File: config.mk
export PLATFORM = sky130hd
export DESIGN_NAME = debug_command_processor
export DESIGN_NICKNAME = d
export VERILOG_FILES = /design/src/rtl/debug_command_processor.sv
export SDC_FILE = /design/constraint.sdc
export NUM_CORES = 1
export LEC_CHECK = 0
export CAP_MARGIN = 0
export CORE_ASPECT_RATIO = 1.4
export CORE_MARGIN = 5
export CORE_UTILIZATION = 51
export CTS_CLUSTER_DIAMETER = 60
export DETAILED_ROUTE_END_ITERATION = 6
export PLACE_DENSITY = 0.81
export SLEW_MARGIN = 20
export SYNTH_ARGS = -nofsm -noshare
export SYNTH_HDL_FRONTEND = slang
export SYNTH_SLANG_ARGS = --single-unit
File: constraint.sdc
create_clock -name i_Clock -period 2.6 [get_ports i_Clock]
set_input_delay 0.52 -clock i_Clock [delete_from_list [all_inputs] [get_ports i_Clock]]
set_output_delay 0.52 -clock i_Clock [all_outputs]
set_load 0.005 [all_outputs]
File: src/rtl/debug_command_processor.sv
// ---------------------------------------------------------------------------
// debug_command_processor
//
// Decodes multi-byte debug frames from a UART receiver byte stream. It drives
// CPU halt/reset levels, performs debug register-file reads and writes, and
// returns response bytes to a UART transmitter over a ready/valid handshake.
//
// Frame format (opcode byte first):
//   0x00 NOP | 0x01 RESET | 0x02 UNRESET | 0x03 HALT | 0x04 UNHALT
//   0x05 PING        -> response 0xA5
//   0x06 READ_REG    + addr            -> response N data bytes, LSB first
//   0x07 WRITE_REG   + addr + N bytes  (data LSB first)
//   0x08 READ_CMD_COUNT (only with DEBUG_CMD_COUNTER_EN) -> 4 bytes, LSB first
//
// Optional feature macro: DEBUG_CMD_COUNTER_EN adds a 32-bit count of
// executed commands and the READ_CMD_COUNT opcode.
//
// Ports:
//   i_Clock, i_Reset_N          clock, asynchronous active-low reset
//   i_Rx_DV, i_Rx_Byte          received byte strobe and data
//   o_Tx_DV, o_Tx_Byte,
//   i_Tx_Ready                  response byte handshake
//   o_Halt_Cpu, o_Reset_Cpu     CPU control levels
//   o_Reg_Write_*               one-cycle register write strobe, addr, data
//   o_Reg_Read_*, i_Reg_Read_Data
//                               one-cycle read strobe, addr; data returns the
//                               cycle after the strobe
//   o_Overrun                   pulse: a byte arrived while busy and was lost
// ---------------------------------------------------------------------------
module debug_command_processor #(
    parameter int DATA_WIDTH     = 32,
    parameter int REG_ADDR_WIDTH = 5,
    parameter int TIMEOUT_CYCLES = 100000
) (
    input  logic                      i_Clock,
    input  logic                      i_Reset_N,
    input  logic                      i_Rx_DV,
    input  logic [7:0]                i_Rx_Byte,
    output logic                      o_Tx_DV,
    output logic [7:0]                o_Tx_Byte,
    input  logic                      i_Tx_Ready,
    output logic                      o_Halt_Cpu,
    output logic                      o_Reset_Cpu,
    output logic                      o_Reg_Write_Enable,
    output logic [REG_ADDR_WIDTH-1:0] o_Reg_Write_Addr,
    output logic [DATA_WIDTH-1:0]     o_Reg_Write_Data,
    output logic                      o_Reg_Read_Enable,
    output logic [REG_ADDR_WIDTH-1:0] o_Reg_Read_Addr,
    input  logic [DATA_WIDTH-1:0]     i_Reg_Read_Data,
    output logic                      o_Overrun
);

    localparam int N_BYTES = DATA_WIDTH / 8;
`ifdef DEBUG_CMD_COUNTER_EN
    // The shift buffer must also hold the 32-bit command count.
    localparam int BUF_W = (DATA_WIDTH > 32) ? DATA_WIDTH : 32;
`else
    localparam int BUF_W = DATA_WIDTH;
`endif
    localparam int TMR_W = $clog2(TIMEOUT_CYCLES + 1);

    localparam logic [7:0] OP_NOP       = 8'h00;
    localparam logic [7:0] OP_RESET     = 8'h01;
    localparam logic [7:0] OP_UNRESET   = 8'h02;
    localparam logic [7:0] OP_HALT      = 8'h03;
    localparam logic [7:0] OP_UNHALT    = 8'h04;
    localparam logic [7:0] OP_PING      = 8'h05;
    localparam logic [7:0] OP_READ_REG  = 8'h06;
    localparam logic [7:0] OP_WRITE_REG = 8'h07;
`ifdef DEBUG_CMD_COUNTER_EN
    localparam logic [7:0] OP_READ_CNT  = 8'h08;
`endif
    localparam logic [7:0] PING_REPLY   = 8'hA5;

    typedef enum logic [2:0] {
        IDLE,
        GET_ADDR,
        GET_DATA,
        EXECUTE,
        READ_WAIT,
        SEND
    } state_t;

    state_t                    state_q,   state_d;
    logic [7:0]                opcode_q,  opcode_d;
    logic [REG_ADDR_WIDTH-1:0] addr_q,    addr_d;
    logic [BUF_W-1:0]          buf_q,     buf_d;
    // GET_DATA: index of the next data byte. SEND: bytes still to transmit.
    logic [7:0]                byte_cnt_q, byte_cnt_d;
    logic [TMR_W-1:0]          timer_q,   timer_d;
    logic                      halt_q,    halt_d;
    logic                      rst_cpu_q, rst_cpu_d;
    logic                      wr_en_q,   wr_en_d;
    logic                      rd_en_q,   rd_en_d;
    logic                      overrun_q, overrun_d;
    // First SEND cycle after a read: the register port presents its data now.
    logic                      capture_q, capture_d;
`ifdef DEBUG_CMD_COUNTER_EN
    logic [31:0]               cmd_cnt_q, cmd_cnt_d;
`endif

    always_comb begin
        // NOTE: every combinational output gets a default first so no path
        // through the case statement leaves a variable unassigned (no latch).
        state_d    = state_q;
        opcode_d   = opcode_q;
        addr_d     = addr_q;
        buf_d      = buf_q;
        byte_cnt_d = byte_cnt_q;
        timer_d    = timer_q;
        halt_d     = halt_q;
        rst_cpu_d  = rst_cpu_q;
        wr_en_d    = 1'b0;
        rd_en_d    = 1'b0;
        capture_d  = capture_q;
`ifdef DEBUG_CMD_COUNTER_EN
        cmd_cnt_d  = cmd_cnt_q;
`endif
        overrun_d  = i_Rx_DV &&
                     (state_q == EXECUTE || state_q == READ_WAIT || state_q == SEND);

        case (state_q)
            IDLE: begin
                if (i_Rx_DV) begin
                    opcode_d = i_Rx_Byte;
                    case (i_Rx_Byte)
                        OP_READ_REG, OP_WRITE_REG: begin
                            state_d = GET_ADDR;
                            timer_d = '0;
                        end
                        OP_NOP, OP_RESET, OP_UNRESET,
                        OP_HALT, OP_UNHALT, OP_PING:   state_d = EXECUTE;
`ifdef DEBUG_CMD_COUNTER_EN
                        OP_READ_CNT:                   state_d = EXECUTE;
`endif
                        default:                       state_d = IDLE;
                    endcase
                end
            end

            GET_ADDR: begin
                if (i_Rx_DV) begin
                    addr_d  = i_Rx_Byte[REG_ADDR_WIDTH-1:0];
                    timer_d = '0;
                    if (opcode_q == OP_READ_REG) begin
                        state_d = EXECUTE;
                    end else begin
                        state_d    = GET_DATA;
                        byte_cnt_d = '0;
                    end
                end else if (timer_q == TMR_W'(TIMEOUT_CYCLES - 1)) begin
                    state_d = IDLE;
                end else begin
                    timer_d = timer_q + TMR_W'(1);
                end
            end

            GET_DATA: begin
                if (i_Rx_DV) begin
                    // Bytes enter at the top of the data word and move down, so
                    // after N bytes the first one received sits in bits [7:0].
                    buf_d                      = buf_q >> 8;
                    buf_d[DATA_WIDTH-1 -: 8]   = i_Rx_Byte;
                    timer_d                    = '0;
                    if (byte_cnt_q == 8'(N_BYTES - 1)) begin
                        state_d = EXECUTE;
                    end else begin
                        byte_cnt_d = byte_cnt_q + 8'd1;
                    end
                end else if (timer_q == TMR_W'(TIMEOUT_CYCLES - 1)) begin
                    state_d = IDLE;
                end else begin
                    timer_d = timer_q + TMR_W'(1);
                end
            end

            EXECUTE: begin
                state_d = IDLE;
`ifdef DEBUG_CMD_COUNTER_EN
                cmd_cnt_d = cmd_cnt_q + 32'd1;
`endif
                case (opcode_q)
                    OP_RESET:     rst_cpu_d = 1'b1;
                    OP_UNRESET:   rst_cpu_d = 1'b0;
                    OP_HALT:      halt_d    = 1'b1;
                    OP_UNHALT:    halt_d    = 1'b0;
                    OP_WRITE_REG: wr_en_d   = 1'b1;
                    OP_PING: begin
                        buf_d      = BUF_W'(PING_REPLY);
                        byte_cnt_d = 8'd1;
                        state_d    = SEND;
                    end
                    OP_READ_REG: begin
                        rd_en_d = 1'b1;
                        state_d = READ_WAIT;
                    end
`ifdef DEBUG_CMD_COUNTER_EN
                    OP_READ_CNT: begin
                        // Pre-increment value: this frame is not counted.
                        buf_d      = BUF_W'(cmd_cnt_q);
                        byte_cnt_d = 8'd4;
                        state_d    = SEND;
                    end
`endif
                    default: ;
                endcase
            end

            // The read strobe is on the port during this cycle; the register
            // file answers one cycle later, so the capture happens in SEND.
            READ_WAIT: begin
                state_d    = SEND;
                capture_d  = 1'b1;
                byte_cnt_d = 8'(N_BYTES);
            end

            SEND: begin
                if (capture_q) begin
                    buf_d     = BUF_W'(i_Reg_Read_Data);
                    capture_d = 1'b0;
                end else if (i_Tx_Ready) begin
                    buf_d = buf_q >> 8;
                    if (byte_cnt_q == 8'd1) begin
                        state_d = IDLE;
                    end else begin
                        byte_cnt_d = byte_cnt_q - 8'd1;
                    end
                end
            end

            default: state_d = IDLE;
        endcase
    end

    // NOTE: sequential state uses non-blocking assignments so every flop
    // samples its _d value from before the edge, independent of block order.
    always_ff @(posedge i_Clock or negedge i_Reset_N) begin
        if (!i_Reset_N) begin
            state_q    <= IDLE;
            opcode_q   <= '0;
            addr_q     <= '0;
            buf_q      <= '0;
            byte_cnt_q <= '0;
            timer_q    <= '0;
            halt_q     <= 1'b0;
            rst_cpu_q  <= 1'b0;
            wr_en_q    <= 1'b0;
            rd_en_q    <= 1'b0;
            overrun_q  <= 1'b0;
            capture_q  <= 1'b0;
`ifdef DEBUG_CMD_COUNTER_EN
            cmd_cnt_q  <= '0;
`endif
        end else begin
            state_q    <= state_d;
            opcode_q   <= opcode_d;
            addr_q     <= addr_d;
            buf_q      <= buf_d;
            byte_cnt_q <= byte_cnt_d;
            timer_q    <= timer_d;
            halt_q     <= halt_d;
            rst_cpu_q  <= rst_cpu_d;
            wr_en_q    <= wr_en_d;
            rd_en_q    <= rd_en_d;
            overrun_q  <= overrun_d;
            capture_q  <= capture_d;
`ifdef DEBUG_CMD_COUNTER_EN
            cmd_cnt_q  <= cmd_cnt_d;
`endif
        end
    end

    assign o_Tx_DV            = (state_q == SEND) && !capture_q;
    assign o_Tx_Byte          = buf_q[7:0];
    assign o_Halt_Cpu         = halt_q;
    assign o_Reset_Cpu        = rst_cpu_q;
    assign o_Reg_Write_Enable = wr_en_q;
    assign o_Reg_Write_Addr   = addr_q;
    assign o_Reg_Write_Data   = buf_q[DATA_WIDTH-1:0];
    assign o_Reg_Read_Enable  = rd_en_q;
    assign o_Reg_Read_Addr    = addr_q;
    assign o_Overrun          = overrun_q;

endmodule
== Word level (Yosys, flattened, before mapping) ==
Index checks and enable logic that the tools add are counted.

* Flip-flop bits (word level): 79
* Bits of input ports: 44
* Output and inout bits: 56

* $add $sub $neg: 3
* Eq/ne operators: 36
* Mux-type cells: 38
* Reductions and logical operators: 24

{| class="wikitable"
|+ Operators by type and width
! cell !! count
|-
| $mux 32 || 4
|-
| $pmux 32 s3 || 1
|-
| $mux 17 || 4
|-
| $eq 8x3->1 const B || 8
|-
| $mux 8 || 8
|-
| $eq 8x2->1 const B || 5
|-
| $pmux 8 s5 || 1
|-
| $pmux 17 s2 || 1
|-
| $eq 8x1->1 const B || 3
|-
| $mux 3 || 8
|-
| $pmux 3 s6 || 1
|-
| $add 17x1->17 const B || 1
|-
| $eq 17x17->1 const B || 1
|-
| $ne 2x2->1 const B || 8
|-
| $ne 3x3->1 const B || 3
|-
| $reduce_and 9->1 || 1
|-
| $add 8x1->8 const B || 1
|-
| $logic_not 8->1 || 1
|-
| $reduce_and 2->1 || 4
|-
| $reduce_and 4->1 || 2
|-
| $reduce_bool 2->1 || 4
|-
| $sub 8x1->8 const B || 1
|-
| $eq 3x2->1 const B || 2
|-
| $eq 3x3->1 const B || 2
|-
| 15 further kinds || 26
|}

== Logic depth before layout (Yosys ltp) ==
Gate-level depths: netlist (run 1).

* Word-level depth: 5
* Mapped depth: 8
* Mapped depth without buffers: 6

== Worst setup path before layout (run 1) ==
Ideal clock, no wire load.

* Path kind: input to register
* Start point: input i_Rx_DV
* End point: register byte_cnt_q[6]
* Arrival: 2.025 ns
* Required time: 2.479 ns
* Setup slack: 0.454 ns
* Stages: 7
* Cell sequence: clkbuf_1 > o21bai_1 > a221oi_1 > o221ai_1 > or2_1 > clkbuf_1 > o22a_1

* Cells in the longest elaborated chain, start to end: 2
* Elaborated cells on any way between the ends: 3
* Classes of those cells: 2 x eq/ne; 1 x reduce/logical

{| class="wikitable"
|+ Ends and longest elaborated chain
! what !! RTL line !! source
|-
| start: declaration || 37 || <nowiki>input logic i_Rx_DV,</nowiki>
|-
| $ne 2x2->1 (no line) || n/a ||
|-
| $reduce_and 9->1 (no line) * || n/a ||
|-
| end signal: assignment || 259 || <nowiki>byte_cnt_q <= byte_cnt_d;</nowiki>
|-
| end: declaration || 89 || <nowiki>logic [7:0] byte_cnt_q, byte_cnt_d;</nowiki>
|}

Every way passes the cells marked *; elsewhere a longest branch is shown, timed or not.
A chain may end at the register's enable or synchronous reset.

== Worst setup path in the final report (run 1) ==
* Start point: register state_q[2]
* End point: output o_Tx_DV

* Cells in the longest elaborated chain, start to end: 2

{| class="wikitable"
|+ Ends and longest elaborated chain
! what !! RTL line !! source
|-
| start: declaration || 84 || <nowiki>state_t state_q, state_d;</nowiki>
|-
| start signal: assignment || 255 || <nowiki>state_q <= state_d;</nowiki>
|-
| $eq 3x3->1 || 273 || <nowiki>assign o_Tx_DV = (state_q == SEND) && !capture_q;</nowiki>
|-
| $logic_and 1x1->1 || 273 ||
|-
| end: declaration || 39 || <nowiki>output logic o_Tx_DV,</nowiki>
|}

Every way passes these cells.

==> flow_summary_export.csv, run 1 <==
group,metric,value,unit
synthesis,yosysUniqueCellTypes,58,
layout,fin_cells,675,
routing,antenna_left,0,
clock_tree,cts_hold_buffers,0,
routing,drc,0,
timing,finalCritPeriodShare,0.903,
outcome,status,"finished clean",
timing,relSlewSlack,0.515,
power_and_ir_drop,p_leak,2.37,nW
clock_tree,cts.sinks,79,
layout,area_delta_synth_final,31.4,%
timing,finalSetupViolCount,0,
synthesis,ys_seq_area_frac,0.454,
synthesis,synth.largest_area_cell,"dfrtp_1",
timing,rsz0062_at_grt,"false",
timing,tightest_slew,0.727,ns
routing,met2_length,5.90,mm
synthesis,synth_cells,486,
clock_tree,cts_tree,"yes",
synthesis,avgSynthCellArea,8.96,sq um
synthesis,synth_top_area_frac,0.454,
clock_tree,clk_latency,0.34,ns
clock_tree,cts_buffer_depth,2,
routing,wire_per_inst,17.3,microns
clock_tree,cts-root-buf,"clkbuf_16",
power_and_ir_drop,peakVddDrop,0.000585,V
global_routing,grt.total_usage,0.222,
synthesis,synth-main-ff-cell,"dfrtp_1",
global_routing,grt_overflow_total,0,
flow_run,cap_violations,0,
hold_path,hp-class,"in2async",
routing,drt_iter0_drc,190,
die,fp.dieH,119,microns
routing,wirelength,11.6,mm
clock_tree,htree_levels,3,
synthesis,syn_nets,534,
global_routing,grt_max_degree,62,
routing,met3WireLength,867,microns
placed_design,io_buffers,99,
die,die_w,88.1,microns
clock_tree,post_cts_buffers,0,
timing,skew,0.00865,ns
worst_setup_path,cp_data_required_time,2.08,ns
layout,antenna_cells,0,
worst_setup_path,worst_r2r_startpoint,"opcode_q[3]$_DFFE_PN0P_",
die,row_count,40,
worst_setup_path,startpoint,"state_q[2]$_DFFE_PN0P_",
routing,vias,3993,
global_routing,grt_pass1_vias,3870,
layout,nets,613,
synthesis,async_flop_share,1.00,
clock_tree,cts_buffers,9,
power_and_ir_drop,power_density,1050,mW/mm^2
global_routing,grt_pass1_wl,18.5,mm
synthesis,synth_area,0.00436,sq mm
global_routing,antenna_found_initial,0,
routing,viasPerCell,5.92,
layout,fin_area,0.00572,sq mm
clock_tree,path_clk_slew,0.06,ns
placed_design,dp_hpwl,8.25,mm
die,io_pins,100,
routing,highest_layer,"met4",
placed_design,gp_congestion,0.840,
timing,min_period,2.35,ns
die,start_util,0.515,
worst_setup_path,critPathMaxFanout,21,
timing,hold_viol,0,
die,dieArea,0.0105,sq mm
routing,m1WireLength,4.48,mm
layout,final_cell_mix,"98 x clkdlybuf4s50_1, 79 x dfrtp_1, 54 x nand2_1",
placed_design,dp.cells,659,
clock_tree,cts_resized,0,
synthesis,synth_edf_count,0,
worst_setup_path,worstSetupPathType,"reg2out",
timing,finalMaxSlewViolations,0,
worst_setup_path,worst_setup_path_end_kind,"primary output",
die,design.core.area,0.00846,sq mm
layout,layout_commonest_cell,"clkdlybuf4s50_1",
layout,drive_gt1_frac,0.0982,
power_and_ir_drop,power.total,6.02,mW
synthesis,yosysWarnings,0,
worst_setup_path,cp.arrival,1.83,ns
timing,max_freq,426,MHz
placed_design,placed_cell_area,0.00537,sq mm
synthesis,synthTopCellsByArea,"dfrtp_1 45%, nand2_1 4.7%, nor2_1 4.6%",
layout,fill_cells,653,
timing,setup-tns-final,0,ns
synthesis,ys_seq_elements,79,
routing,dr.pass1.iters,5,
worst_setup_path,worstSetupStartpointType,"flip-flop",
cell usage after synthesis (5+ instances only):
library cell   n
mux2_2        13
or3_1          9
nand2_1       54
a31oi_1       27
a22oi_1       10
nand3_1       32
xor2_1         9
dfrtp_1       79
o31ai_1        5
o22a_1         5
clkbuf_1      25
a21oi_1       24
o21ai_0       24
nor3_1        12
nand2b_1       7
nor2_1        53
buf_2          5
buf_4         14
nand4_1        5
per-layer routing:
layer | up-vias | global-route usage
met1 | 1916 | 0.253
met5 | - | 0
li1 | 1894 | -
met4 | 0 | 0.112
met2 | 151 | 0.386
met3 | 32 | 0.0415
through the flow:
step | worst slack [ns] | util | hold slack (ns)
2_1_floorplan | 0.454 | - | 0.224
3_3_place_gp | 0.153 | 0.634 | 0.491
3_5_place_dp | 0.0731 | 0.634 | 0.505
4_1_cts | 0.237 | 0.677 | 0.193
5_1_grt | 0.147 | 0.677 | 0.221
6_report | 0.252 | 0.677 | 0.178
critical path, cell delays in order (launching register included):
cell	delay [ns]
dfrtp_1	0.69
nand3b_1	0.17
nor2_1	0.12
clkdlybuf4s50_1	0.51
area by class of cell:
cell class,instances,area (sq um),area share
clock inverter,5,104,0.0181
tap,105,131,0.0230
timing repair buffer,116,1140,0.199
inverter,4,15.0,0.00262
clock buffer,11,253,0.0442
sequential,79,1980,0.345
multi-input combinational,355,2100,0.367
worst paths after layout:
kind / to / slack [ns] / depth (start not counted)
min in group i_Clock: opcode_q[3]$_DFFE_PN0P_ / 0.53 / 1
max: o_Tx_DV / 0.25 / 3
max reg2reg: o_Reg_Write_Data[6]$_DFFE_PN0P_ / 0.29 / 6
min reg2reg: opcode_q[3]$_DFFE_PN0P_ / 0.53 / 1
min: o_Reg_Write_Data[24]$_DFFE_PN0P_ / 0.18 / 1
max in group asynchronous: o_Reg_Read_Addr[4]$_DFFE_PN0P_ / 1.82 / 2
sequential cells by signal, summed over array words and instances (netlist names):
| signal | count |
|---|---|
| byte_cnt_q | 8 |
| capture_q | 1 |
| o_Halt_Cpu | 1 |
| o_Overrun | 1 |
| o_Reg_Read_Addr | 5 |
| o_Reg_Read_Enable | 1 |
| o_Reg_Write_Data | 32 |
| o_Reg_Write_Enable | 1 |
| o_Reset_Cpu | 1 |
| opcode_q | 8 |
| state_q | 3 |
| timer_q | 17 |
cell families after synthesis:
family | after synthesis | synth area share
buffers and inverters | 52 | 0.0635
multiplexers | 15 | 0.0382
XOR/XNOR | 10 | 0.0201
AO/OA/AOI/OAI | 118 | 0.177
flip-flops | 79 | 0.454
AND/OR/NAND/NOR | 208 | 0.236
adder cells (fa/ha/maj) | 4 | 0.0115
power breakdown:
group	total, mW	switching [mW]	leakage, nW	internal [mW]
combinational	2.39	1.05	1.24	1.34
clock	1.50	0.507	0.176	0.990
sequential	2.13	0.475	0.961	1.65
total	6.02	2.03	2.37	3.98
Note: power is estimated with default switching activity, not from simulation.
==> run 2, diff against run 1 <==
--- a/config.mk
+++ b/config.mk
@@ -12,6 +12,7 @@
 export CTS_CLUSTER_DIAMETER = 60
 export DETAILED_ROUTE_END_ITERATION = 6
 export PLACE_DENSITY = 0.81
+export SETUP_SLACK_MARGIN = 0.15
 export SLEW_MARGIN = 20
 export SYNTH_ARGS = -nofsm -noshare
 export SYNTH_HDL_FRONTEND = slang
==> run 2 against run 1 <==
Clock skew barely moved. Die area did not move. Via count barely moved. Register-to-register slack barely moved. First-iteration DRC count rose by 1.1%. Largest cell class unchanged. Routed wire length barely moved. Fmax barely moved.
==> flow_summary_export.csv, run 2 (synthesized netlist as in run 1, its figures left out) <==
group,metric,value,unit
clock_tree,post_cts_buffers,0,
die,start_util,0.515,
worst_setup_path,cp.arrival,1.83,ns
clock_tree,htree_levels,3,
worst_setup_path,critPathMaxFanout,19,
layout,antenna_cells,0,
global_routing,antenna_found_initial,0,
layout,layout_commonest_cell,"clkdlybuf4s50_1",
timing,relSlewSlack,0.515,
placed_design,gp_congestion,0.840,
timing,finalCritPeriodShare,0.903,
layout,final_cell_mix,"98 x clkdlybuf4s50_1, 78 x dfrtp_1, 54 x nand2_1",
timing,tightest_slew,0.728,ns
placed_design,dp.cells,659,
flow_run,cap_violations,0,
global_routing,grt_max_degree,62,
die,row_count,40,
clock_tree,path_clk_slew,0.06,ns
routing,drt_iter0_drc,192,
clock_tree,cts_tree,"yes",
placed_design,dp_hpwl,8.25,mm
die,design.core.area,0.00846,sq mm
clock_tree,cts_buffers,9,
layout,area_delta_synth_final,31.4,%
layout,fin_cells,675,
routing,viasPerCell,5.91,
power_and_ir_drop,p_sw_frac,0.338,
placed_design,place_ws,0.0731,ns
layout,multi_input_area,0.00210,sq mm
routing,antenna_left,0,
die,die_w,88.1,microns
power_and_ir_drop,power_frac_seq,0.354,
routing,met3WireLength,870,microns
worst_setup_path,worst_setup_path_end_kind,"primary output",
power_and_ir_drop,power_density,1050,mW/mm^2
layout,final_core_util,0.677,
global_routing,grt_pass1_wl,18.5,mm
power_and_ir_drop,peakVddDrop,0.000585,V
routing,highest_layer,"met4",
timing,max_freq,426,MHz
routing,drc,0,
power_and_ir_drop,clock_power_share,0.249,
timing,setup-tns-final,0,ns
power_and_ir_drop,p_int,3.98,mW
clock_tree,cts-root-buf,"clkbuf_16",
hold_path,hp-class,"in2async",
clock_tree,clk_latency,0.34,ns
clock_tree,cts_hold_buffers,0,
placed_design,io_buffers,99,
timing,hold_viol,0,
timing,finalMaxSlewViolations,0,
routing,wire_per_inst,17.2,microns
layout,register_area,0.00198,sq mm
worst_setup_path,path_cells,"nand3b_1 > nor2_1 > clkdlybuf4s50_1",
worst_setup_path,max_stage_delay,0.58,ns
worst_setup_path,reg2reg_to,"o_Reg_Write_Data[6]$_DFFE_PN0P_",
worst_setup_path,cp_data_required_time,2.08,ns
layout,largest_register_ffs,32,
worst_setup_path,worstSetupStartpointType,"flip-flop",
worst_setup_path,worstSetupPathType,"reg2out",
timing,rsz0062_at_grt,"false",
timing,finalSetupViolCount,0,
worst_setup_path,slowest_stage,"dfrtp_1",
global_routing,grt_pass1_vias,3870,
layout,nets,613,
timing,skew,0.00866,ns
die,fp.dieH,119,microns
outcome,status,"finished clean",
timing,min_period,2.35,ns
power_and_ir_drop,p_comb_frac,0.398,
timing,fin_ws,0.253,ns
routing,wirelength,11.6,mm
layout,drive_gt1_frac,0.100,
routing,vias,3991,
routing,met2_length,5.90,mm
routing,m1WireLength,4.47,mm
routing,dr.pass1.iters,5,
die,io_pins,100,
power_and_ir_drop,switchingPower,2.03,mW
worst_setup_path,worstSetupPathDepth,3,
clock_tree,cts_buffer_depth,2,
global_routing,grt_overflow_total,0,
layout,fill_cells,652,
worst_setup_path,r2r_setup_slack,0.29,ns
worst_setup_path,cp.buffers_inverters,1,
worst_setup_path,worst_r2r_startpoint,"opcode_q[3]$_DFFE_PN0P_",
global_routing,grt.total_usage,0.222,
clock_tree,cts.sinks,79,
worst_setup_path,crit_family,"flip-flops",
worst_setup_path,rr_worst_depth,6,
power_and_ir_drop,p_leak,2.37,nW
die,dieArea,0.0105,sq mm
==> run 2: power groups by stage <==
stage | Clock [mW] | Sequential, mW | Combinational (mW)
global route | 1.56 | 2.19 | 2.61
finish | 1.50 | 2.13 | 2.39
CTS | 1.51 | 2.12 | 2.41
detailed placement | 0 | 2.14 | 2.38
global placement | 0 | 2.11 | 2.32
floorplan | 0 | 1.97 | 1.46
==> run 2: stage by stage <==
step | area, sq um | total power [mW] | hold slack (ns)
final | 5720 | 6.02 | 0.179
after global routing | 5720 | 6.36 | 0.220
after CTS | 5720 | 6.04 | 0.193
after detailed placement | 5370 | 4.52 | 0.505
after global placement | 5370 | 4.43 | 0.491
after floorplan | 4360 | 3.44 | 0.224
==> run 2: worst max path at each step <==
stage	startpoint	to
final	state_q[1]$_DFFE_PN0P_	o_Tx_DV
after global routing	state_q[1]$_DFFE_PN0P_	o_Tx_DV
after CTS	state_q[1]$_DFFE_PN0P_	o_Tx_DV
after detailed placement	i_Rx_Byte[5]	timer_q[9]$_DFFE_PN0P_
after global placement	i_Rx_Byte[5]	timer_q[9]$_DFFE_PN0P_
after floorplan	i_Rx_DV	byte_cnt_q[6]$_DFFE_PN0P_
==> run 2: layout make-up <==
class,instances,share of cell area
Sequential cell,79,0.346
Multi-Input combinational cell,355,0.367
Clock buffer,11,0.0442
Timing Repair Buffer,116,0.199
Inverter,4,0.00262
Clock inverter,5,0.0181
Tap cell,105,0.0230
==> run 2: metal layers <==
metal,vias up,track usage
met5,-,0
met4,0,0.112
met3,32,0.0415
met2,153,0.386
met1,1913,0.253
li1,1893,-
==> run 2: what timing repair did <==
item / CTS / global route
resized for setup: 0 / 1
setup endpoints to repair: 0 / 1
hold endpoints to repair: 0 / 0
==> run 3, diff against run 2 <==
--- a/config.mk
+++ b/config.mk
@@ -8,12 +8,13 @@
 export CAP_MARGIN = 0
 export CORE_ASPECT_RATIO = 1.4
 export CORE_MARGIN = 5
-export CORE_UTILIZATION = 51
+export CORE_UTILIZATION = 50
 export CTS_CLUSTER_DIAMETER = 60
 export DETAILED_ROUTE_END_ITERATION = 6
-export PLACE_DENSITY = 0.81
+export PLACE_DENSITY = 0.8
 export SETUP_SLACK_MARGIN = 0.15
 export SLEW_MARGIN = 20
 export SYNTH_ARGS = -nofsm -noshare
 export SYNTH_HDL_FRONTEND = slang
 export SYNTH_SLANG_ARGS = --single-unit
+export TNS_END_PERCENT = 30
==> run 3 against run 2 <==
Non-clock buffer count grew 8. Largest power group unchanged. Combinational power rose by 4%. Largest cell class unchanged. Critical path depth unchanged.
==> flow_summary_export.csv, run 3 (synthesized netlist as in run 1, its figures left out) <==
group,metric,value,unit
outcome,status,"finished clean",
global_routing,grt_max_degree,45,
die,dieArea,0.0107,sq mm
timing,whs,0.180,ns
clock_tree,cts-root-buf,"clkbuf_16",
die,io_pins,100,
global_routing,grt.total_usage,0.230,
timing,rsz0062_at_grt,"true",
layout,drive_gt1_frac,0.111,
worst_setup_path,cp.arrival,1.84,ns
layout,final_core_util,0.676,
timing,max_freq,425,MHz
clock_tree,path_clk_slew,0.06,ns
layout,area_delta_synth_final,32.8,%
flow_run,cap_violations,0,
layout,fill_cells,620,
routing,m1WireLength,4.70,mm
die,start_util,0.509,
clock_tree,htree_levels,3,
worst_setup_path,path_cells,"nand3b_1 > nor2_1 > clkdlybuf4s50_1",
die,row_count,40,
power_and_ir_drop,p_leak,2.40,nW
timing,relSlewSlack,0.506,
worst_setup_path,worstSetupStartpointType,"flip-flop",
worst_setup_path,cp_data_required_time,2.08,ns
clock_tree,cts.sinks,79,
placed_design,dp_hpwl,8.57,mm
placed_design,gp_congestion,0.850,
layout,final_cell_mix,"98 x clkdlybuf4s50_1, 79 x dfrtp_1, 54 x nand2_1",
hold_path,hp-class,"in2async",
timing,min_period,2.36,ns
global_routing,grt_pass1_vias,3983,
timing,finalSetupViolCount,0,
worst_setup_path,critPathMaxFanout,21,
die,die_w,88.9,microns
routing,viasPerCell,6.01,
worst_setup_path,max_stage_delay,0.69,ns
timing,finalMaxSlewViolations,0,
worst_setup_path,r2r_setup_slack,0.27,ns
timing,hold_viol,0,
routing,wire_per_inst,17.8,microns
routing,drt_iter0_drc,224,
layout,nets,621,
power_and_ir_drop,peakVddDrop,0.000639,V
clock_tree,cts_buffers,9,
layout,layout_commonest_cell,"clkdlybuf4s50_1",
timing,finalCritPeriodShare,0.906,
worst_setup_path,reg2reg_to,"o_Reg_Write_Data[21]$_DFFE_PN0P_",
die,fp.dieH,120,microns
layout,antenna_cells,0,
worst_setup_path,worstSetupPathType,"reg2out",
routing,antenna_left,0,
routing,highest_layer,"met4",
clock_tree,clk_latency,0.34,ns
global_routing,grt_overflow_total,0,
worst_setup_path,slowest_stage,"dfrtp_1",
placed_design,io_buffers,99,
timing,tightest_slew,0.741,ns
routing,met3WireLength,910,microns
clock_tree,cts_tree,"yes",
power_and_ir_drop,power_density,1040,mW/mm^2
routing,vias,4107,
global_routing,grt_pass1_wl,19.5,mm
layout,largest_register_ffs,32,
global_routing,antenna_found_initial,0,
clock_tree,cts_buffer_depth,2,
die,design.core.area,0.00856,sq mm
routing,dr.pass1.iters,5,
worst_setup_path,worst_r2r_startpoint,"opcode_q[5]$_DFFE_PN0P_",
worst_setup_path,crit_family,"flip-flops",
worst_setup_path,worst_setup_path_end_kind,"primary output",
timing,skew,0.00698,ns
timing,setup-tns-final,0,ns
routing,drc,0,
worst_setup_path,rr_worst_depth,7,
routing,wirelength,12.2,mm
worst_setup_path,cp.buffers_inverters,1,
routing,met2_length,6.24,mm
## run 3: how the worst max path moves through the flow
stage	start	to	slack (ns)	depth (start not counted)
finish	state_q[2]$_DFFE_PN0P_	o_Tx_DV	0.24	3
global route	state_q[2]$_DFFE_PN0P_	o_Tx_DV	0.11	3
CTS	opcode_q[3]$_DFFE_PN0P_	o_Reg_Write_Data[21]$_DFFE_PN0P_	0.15	6
detailed placement	i_Rx_Byte[5]	timer_q[15]$_DFFE_PN0P_	0.03	8
global placement	i_Rx_Byte[3]	timer_q[15]$_DFFE_PN0P_	0.1	8
floorplan	i_Rx_DV	byte_cnt_q[6]$_DFFE_PN0P_	0.45	7
## run 3: repair_timing
item                                    4_1_cts  5_1_grt
hold buffers                                  0        0
setup buffers                                 0        3
endpoints found under the setup margin        0       28
resized for setup                             0        0
## run 3: layout make-up
type	count	area, sq um	share of cell area
clock inverter	6	92.6	0.0160
tap	105	131	0.0227
inverter	4	15.0	0.00260
multi-input combinational	355	2100	0.363
sequential	79	1980	0.342
timing repair buffer	124	1230	0.212
clock buffer	10	239	0.0413
## run 3: layer usage
metal  track usage  vias to the layer above
met2         0.395                      172
met4         0.107                        0
met5             0                        -
met1         0.273                     1989
met3        0.0409                       26
li1              -                     1920
## run 3: per-stage QoR
step / power (mW) / setup slack (ns) / instances / cell area, sq um
after floorplan: 3.44 / 0.454 / 486 / 4360
after global placement: 4.46 / 0.0989 / 664 / 5420
after detailed placement: 4.56 / 0.0253 / 664 / 5420
after CTS: 5.99 / 0.154 / 680 / 5750
after global routing: 6.39 / 0.115 / 683 / 5780
final: 6.01 / 0.244 / 683 / 5780
## run 3: report_power, final
group          switching (mW)  leakage, nW  internal [mW]
logic                    1.09         1.29           1.39
clock network           0.527        0.155          0.872
registers               0.481        0.961           1.65
## run 3: worst register-to-register path: cells and delay by family, from the launching register on
family / cells / cell delay, ns
simple gates: 3 / 1.14
flops: 1 / 0.40
compound gates: 2 / 0.39
buf+inv: 2 / 0.31
==> variant, RTL diff (flow settings as in run 1) <==
Re-encode `state_t` (6 states) as one-hot, 6 bits wide.
--- a/src/rtl/debug_command_processor.sv
+++ b/src/rtl/debug_command_processor.sv
@@ -72,13 +72,13 @@
 `endif
     localparam logic [7:0] PING_REPLY   = 8'hA5;
 
-    typedef enum logic [2:0] {
-        IDLE,
-        GET_ADDR,
-        GET_DATA,
-        EXECUTE,
-        READ_WAIT,
-        SEND
+    typedef enum logic [5:0] {
+        IDLE      = 6'b000001,
+        GET_ADDR  = 6'b000010,
+        GET_DATA  = 6'b000100,
+        EXECUTE   = 6'b001000,
+        READ_WAIT = 6'b010000,
+        SEND      = 6'b100000
     } state_t;
 
     state_t                    state_q,   state_d;
Check against the original RTL: same outputs for any inputs over 10 cycles, from zero or initial values and one cycle with i_Reset_N low; not proved beyond that.
==> variant against run 1 <==
- worst setup slack got worse by 0.14 ns
- non-clock buffer count increased by 3
- critical endpoint unchanged
- cell area increased by 1.7%
- global-route usage increased by 0.78 points
- largest cell class unchanged
- synthesized cell count decreased by 5.3%
- synthesized area increased by 3.2%
- sequential cell count increased by 3
- wire length increased by 2.3%
- die area increased by 2.9%
Power is not compared: it rests on default switching activity, and its combinational part moved more than twofold at a synthesized area within 25%.
==> variant: results (changes against run 1) <==
Status: completed
Reg2reg start: state_q[4]
Slowest CP cell: clkdlybuf4s50_1
Vias in the first global route: 4,019 (+3.9%)
Crit path DAT: 1.96 ns (+0.13 ns)
Routed wire length per instance: 18.1 um (+4.8%)
Largest stage delay, worst path: 0.53 ns (-0.16 ns)
Global Route Usage Sum: 0.229 (+0.00785)
Fraction of layout cells with a size suffix above 1: 0.134 (+0.0353)
Hold_ws: 0.188 ns (+0.00941 ns)
Syn Nets: 508 (-4.9%)
RePlAce Congestion: 0.878 (+4.6%)
Nets: 597 (-2.6%)
First-pass GRT wire length: 19,600 um (+6.3%)
Vias per cell: 5.97 (+0.91%)
Cell family with most CP delay: buffers and inverters
Worst reg-to-reg path cell count: 5 (-1)
R2R setup slack: 0.16 ns (-0.13 ns)
Achievable Freq: 0.403 GHz (-5.5%)
Largest net degree at the start of global routing: 83 (+34%)
End of the worst register-to-register path: o_Reg_Write_Data[11]
Top post-synthesis cells by count: dfrtp_1, nor2_1, a21oi_1
Synth unique cells: 63 (+8.6%)
DP HPWL: 8430 um (+2.2%)
Top post-synthesis cells by area: dfrtp_1, nor2_1, a22oi_1
CP startpoint: state_q[1]
Critical Path Fanout Max: 5 (-76%)
Slew headroom: 0.685 (+0.170)
Post-Place Worst Slack: 0.0486 ns (-0.0245 ns)
variant: cell count changes after synthesis, sizes merged, moves of 5 or more:
cell,change
o22a,-5
buf,+7
nand3,-17
a31oi,-21
and3,+7
clkbuf,-14
nor4,+5
a21oi,+12
nand2,-20
o21ai,-14
or3,-5
nor2,+7
a22oi,+18
xnor2,+9
variant: area by class of cell:
cell class | count | area, um2 | area share
clock buffers | 11 | 253 | 0.0434
clock inverters | 5 | 36.3 | 0.00624
well taps | 105 | 131 | 0.0226
multi-input cells | 331 | 2160 | 0.371
repair buffers | 119 | 1160 | 0.200
inverters | 6 | 22.5 | 0.00387
flip-flops and latches | 82 | 2050 | 0.353
variant: cell families (layout without fill, tap and decap cells):
family / after synthesis / count (layout) / synth area share
DFF: 82 / 82 / 0.457
buffers and inverters: 47 / 141 / 0.0649
and+or+nand+nor: 176 / 176 / 0.208
xor gates and xnor gates: 18 / 18 / 0.0351
AOI/OAI and AO/OA: 116 / 116 / 0.183
muxes: 17 / 17 / 0.0415
adders and majority gates: 4 / 4 / 0.0111
variant: metal layers:
metal	GRT usage	wire length [um]	vias up
met2	0.398	6410	151
met1	0.280	4490	1904
met3	0.0380	653	35
met5	0	0	-
li1	-	-	1844
met4	0.0847	358	0
variant: report_power, final:
| group | internal, mW | switching, mW |
|---|---|---|
| logic | 0.680 | 0.442 |
| registers | 1.53 | 0.243 |
| clock network | 0.704 | 0.503 |
variant: per-stage QoR:
stage / total power [mW] / instances / util
finish: 4.10 / 659 / 0.676
global route: 4.33 / 659 / 0.676
CTS: 4.13 / 659 / 0.675
detailed placement: 2.90 / 643 / 0.641
global placement: 2.85 / 643 / 0.641
floorplan: 2.28 / 460 / -
variant: what timing repair did:
action | 4_1_cts | 5_1_grt
endpoints found under the setup margin | 0 | 1
resized for setup | 0 | 2
hold endpoints to repair | 0 | 0
variant: worst register-to-register path: cells and delay by family (launching register included):
family | cells | cell delay [ns]
AO/OA/AOI/OAI | 2 | 0.37
flip-flops | 1 | 0.48
AND/OR/NAND/NOR | 3 | 1.46
variant: how the worst max path moves through the flow:
stage,to,depth (start not counted)
2_1_floorplan,timer_q[0],7
3_3_place_gp,timer_q[0],7
3_5_place_dp,timer_q[0],7
4_1_cts,o_Tx_DV,5
5_1_grt,o_Tx_DV,5
6_report,o_Tx_DV,5
